**config.mk**
```make
export PLATFORM = sky130hd
export DESIGN_NAME = coa_sync_fifo
export DESIGN_NICKNAME = d
export VERILOG_FILES = /design/src/rtl/coa_sync_fifo.sv
export SDC_FILE = /design/constraint.sdc
export NUM_CORES = 1
export LEC_CHECK = 0
export CORE_MARGIN = 10
export CORE_UTILIZATION = 60
export DETAILED_ROUTE_END_ITERATION = 8
export PLACE_DENSITY = 0.91
export SKIP_LAST_GASP = 1
export SLEW_MARGIN = 20
export SYNTH_ARGS = -nofsm -noshare
export SYNTH_HDL_FRONTEND = slang
export SYNTH_SLANG_ARGS = --single-unit
```
**constraint.sdc**
```tcl
create_clock -name clk -period 4 [get_ports clk]
set_clock_uncertainty 0.15 [all_clocks]
set_input_delay 0.6 -clock clk [delete_from_list [all_inputs] [get_ports clk]]
set_output_delay 0.6 -clock clk [all_outputs]
set_load 0.005 [all_outputs]
```
**src/rtl/coa_sync_fifo.sv**
```systemverilog
// rtl/coa_sync_fifo.sv - single-clock FIFO with registered head, used for the expected stream
module coa_sync_fifo #(
    parameter int DATA_W = 10,
    parameter int DEPTH  = 16
) (
    input  logic              clk,
    input  logic              rst_n,
    input  logic              push,
    input  logic [DATA_W-1:0] push_d,
    input  logic              pop,
    output logic              full,
    output logic              empty,
    output logic [DATA_W-1:0] head
);

    localparam int AW = $clog2(DEPTH);

    logic [DATA_W-1:0] mem [DEPTH];
    logic [AW:0]       wr_ptr;
    logic [AW:0]       rd_ptr;
    logic [AW:0]       count;

    // Pointers carry one extra wrap bit so full and empty are distinguishable.
    assign count = wr_ptr - rd_ptr;
    assign full  = count[AW];
    assign empty = (count == '0);
    assign head  = mem[rd_ptr[AW-1:0]];

    always_ff @(posedge clk or negedge rst_n) begin
        if (!rst_n) begin
            wr_ptr <= '0;
            rd_ptr <= '0;
        end else begin
            if (push && !full) begin
                wr_ptr <= wr_ptr + 1'b1;
            end
            if (pop && !empty) begin
                rd_ptr <= rd_ptr + 1'b1;
            end
        end
    end

    always_ff @(posedge clk) begin
        if (push && !full) begin
            mem[wr_ptr[AW-1:0]] <= push_d;
        end
    end

endmodule

```
Yosys cells after proc, flatten, opt, wreduce, memory -nomap -nowiden
Memory sizes are Yosys's and may differ from the RTL's.
Index checks and enable logic that the tools add are counted.

cells by class
  $add $sub $neg = 3
  multiplexer cells = 2
  reduce and logical (&&, ||, !) cells = 5

operators with widths
  operator                                     count
  adder 5 x 1 -> 5 bit, second input constant  2
  zero test 5 bit                              1
  subtractor 5 bit                             1
  logical AND 1 bit                            2
  zero test 1 bit                              2
  2-to-1 mux 1 bit                             2

word-level totals
  register bits after elaboration = 10
  RAM bits = 160
  input bits = 14
  output and inout port bits = 12
  memories kept = 1

memory list
  name  depth  bits a word  rd ports  clocked after Yosys merged registers in  write ports  RTL line  source
  mem   16     10           1         0                                        1            18        logic [DATA_W-1:0] mem [DEPTH];

Depth between registers and ports, before layout
  depth in word-level cells = 5
  depth in mapped cells = 11

Least setup slack after synthesis
No wires, ideal clock.

  kind = reg-to-reg
  from = register rd_ptr[1]
  to = memory mem[6][0], enable pin
  arrival time = 2.961 ns
  slack = 0.481 ns
  stages on the path, launching flop included = 11
  path buffers = 3
  cells stage by stage = dfrtp_1 -> buf_2 -> buf_2 -> inv_1 -> buf_2 -> fa_1 -> nand3_1 -> nand3_2 -> nand2_2 -> nand2_1 -> nor4b_1

on the way
  longest elaborated chain between the ends = 5

ends and longest elaborated chain
  what                                    RTL line  source
  start: declaration                      20        logic [AW:0] rd_ptr;
  start signal: assignment                38        rd_ptr <= rd_ptr + 1'b1;
  subtractor 5 bit                        24        assign count = wr_ptr - rd_ptr;
  zero test 1 bit                         44        if (push && !full) begin
  logical AND 1 bit                       44
  2-to-1 mux 1 bit                        44
  2-to-1 mux 1 bit (implied by the code)  45        mem[wr_ptr[AW-1:0]] <= push_d;
  end: declaration                        18

No other way between the ends.

Worst setup path in the final report
  from = register rd_ptr[3]
  to = output port empty

on the way
  longest elaborated chain between the ends = 2

ends and longest elaborated chain
  what              RTL line  source
  subtractor 5 bit  24
  zero test 5 bit   26        assign empty = (count == '0);
  end: declaration  12        output logic empty,

No other way between the ends.

==> reports/qor.yml <==
finalInstanceArea_mm2: 0.00797
grt_overflow: 0
placed_cell_area_mm2: 0.00736
synth_flop_cell: "edfxtp_1"
use_met1_pct: 23.7
core-area_mm2: 0.0114
path_class: "register to output port"
synthAdderAreaFrac_pct: 1.90
min_period_over_period_pct: 96.3
path_max_fanout: 12
grtUsageMet2_pct: 30.0
post_cts_resize_count: 0
crit_path_start: "rd_ptr[3]"
synthArstFlopShare_pct: 5.88
total_power_mw: 5.97
cap_violations: 0
cts_tree: "done"
grt_max_degree: 44
crit_end: "empty"
syn_avg_cell_area_um2: 19.2
outcome: "complete, no violations"
die_x_um: 128
fin_cells: 551
cts_buffers: 17
slew_violations: 0
regArea_mm2: 0.00506
p_leak_nw: 2.70
grt_pass1_vias: 3880
synth-simple-area-share_pct: 6.32
clk_latency_ns: 0.41
fp.dieArea_mm2: 0.0164
drive_gt1_share_pct: 20.8
ctsHtreeMaxLevel: 4
place_hpwl_um: 8840
viasPerCell: 6.68
clk_transition_reported_paths_ns: 0.06
synth_nets: 387
cp-end-kind: "output port"
r2r-end: "mem[15][6]"
num_vias: 3681
drc_errors: 0
drt_wl_total_um: 14800
p_per_area_mw_per_mm2: 749
synth_top_family_by_area: "multiplexers"
die_h_um: 128
grt_pass1_wl_um: 23000
synthMuxAreaShare_pct: 13.4
nNetsFinal: 419
synthCells: 363
io_pins: 26
rrSetupSlack_ns: 0.57
initial_utilization_pct: 61.2
antenna_cells: 0
avgRoutedWirePerCell_um: 26.9
hp-class: "register to register"
gp_congestion: 0.895
fin_setup_tns_ns: 0
dp.cells: 519
finalCriticalPeriod_ns: 3.85
max_freq_ghz: 0.260
grt_busiest_layer: "met2"
rows: 39
grt_use_met3_pct: 4.92
setup_violations: 0
worst_slew_margin_rel_pct: 55.8
cts.sinks: 170
drtIter0Drc: 497
max_slew.worst_pin.slew_ns: 0.663
cts_setup_buffers: 0
rsz0062_at_grt: "no"
cp.required_ns: 3.25
synth_compound_area_share_pct: 1.93
rr_worst_depth: 7
reg2reg_from: "rd_ptr[3]"
ys_ff_latch: 170
peakVddDrop_mv: 0.763
ant_nets: 0
yosys_warnings: 0
grtUsageTotal_pct: 18.8
drt_pass1_iterations: 5
startpoint_type: "register"
port_buffers: 25
synth_area_mm2: 0.00699
synth.distinct_cells: 35
area_delta_synth_final_pct: 14.1
hold_viol: 0
cts_root_buf: "clkbuf_16"
postCtsHoldBufs: 0
yosysSeqAreaShare_pct: 72.4
num-fill-cells: 656
multi_input_area_mm2: 0.00177
synth_edf_count: 160
clock_path_buffers: 2
crit_arrival_ns: 3.10
antenna_found_initial: 0
synth_xor_area_share_pct: 1.25
==> cells in the mapped netlist (3+ instances only) <==
library cell / count / area [µm²]
a21oi_1: 5 / 25.0
a31oi_1: 10 / 62.6
and3_1: 10 / 62.6
and4_1: 3 / 26.3
and4b_1: 7 / 70.1
buf_12: 3 / 60.1
buf_2: 10 / 50.1
buf_6: 3 / 33.8
clkbuf_1: 5 / 18.8
dfrtp_1: 10 / 250
edfxtp_1: 160 / 4800
ha_1: 9 / 113
inv_1: 9 / 33.8
mux4_1: 3 / 78.8
mux4_2: 37 / 833
nand2_1: 46 / 173
nand4_1: 4 / 25.0
nor4b_1: 4 / 35.0
xnor2_1: 7 / 61.3
xor2_1: 3 / 26.3
==> per-layer routing <==
metal	up-vias	share of wire, %	wire length [µm]
met5	-	0	0
met4	0	2.4	351
met3	34	9.2	1370
met2	239	51	7600
met1	1882	37	5500
li1	1526	-	-
==> where the power goes <==
part	internal (mW)	total, mW	switching [mW]
sequential	2.12	2.27	0.145
combinational	0.940	2.04	1.10
clock	1.04	1.66	0.629
total	4.10	5.97	1.87
==> logic make-up (layout without fill, tap and decap cells) <==
kind of cell / count (synthesis) / count (layout)
flops: 170 / 170
simple gates: 81 / 81
mux: 42 / 42
buf+inv: 30 / 75
compound gates: 20 / 20
fa+ha+maj: 10 / 10
xor+xnor: 10 / 10
==> through the flow <==
step / hold WS, ns / setup WS [ns] / util (%)
after CTS: 0.353 / 0.150 / 69.8
after floorplan: 0.154 / 0.481 / -
final: 0.350 / 0.150 / 69.8
after global placement: 0.328 / 0.769 / 64.5
after global routing: 0.365 / 0.00476 / 69.8
after detailed placement: 0.345 / 0.599 / 64.5
==> cell type report <==
type | count | area share [%]
Sequential cell | 170 | 63.4
Clock buffer | 18 | 5.38
Tap cell | 143 | 2.24
Timing Repair Buffer | 34 | 4.14
Multi-Input combinational cell | 163 | 22.2
Inverter | 9 | 0.424
Clock inverter | 14 | 2.21
==> cells in the final DEF, fill, tap and decap left out, types with 3 or more instances in the layout <==
cell	instances
clkdlybuf4s50_1	25
buf_4	8
inv_1	9
ha_1	9
bufinv_16	4
nor4b_2	4
clkbuf_16	17
and4_1	3
dfrtp_1	9
nand2_1	46
mux4_2	37
mux4_1	3
xor2_1	3
clkinv_2	4
a21oi_1	5
xnor2_1	7
a31oi_1	10
and3_1	10
nand4_1	4
clkinv_1	3
and4b_1	7
edfxtp_1	160
==> registers in the layout, indices dropped and copies added (netlist names) <==
register  cells
mem         160
rd_ptr        5
wr_ptr        5
==> critical path, cell delays in order, from the launching register on <==
cell and delay, ns:
dfrtp_1 0.65, inv_1 0.31, ha_1 0.41, nor3b_1 0.24
nand2_1 0.10, mux2i_2 0.31, and2_1 0.18, clkdlybuf4s50_1 0.50
==> worst min-delay path by stage <==
stage / start / to / slack [ns] / cells after the start
floorplan: rst_n / rd_ptr[0] / 0.15 / 0
global placement: rd_ptr[4] / rd_ptr[4] / 0.33 / 1
detailed placement: rd_ptr[4] / rd_ptr[4] / 0.35 / 1
CTS: rd_ptr[4] / rd_ptr[4] / 0.35 / 1
global route: rd_ptr[4] / rd_ptr[4] / 0.36 / 1
finish: rd_ptr[4] / rd_ptr[4] / 0.35 / 1
Power figures use the tool's default switching activity.
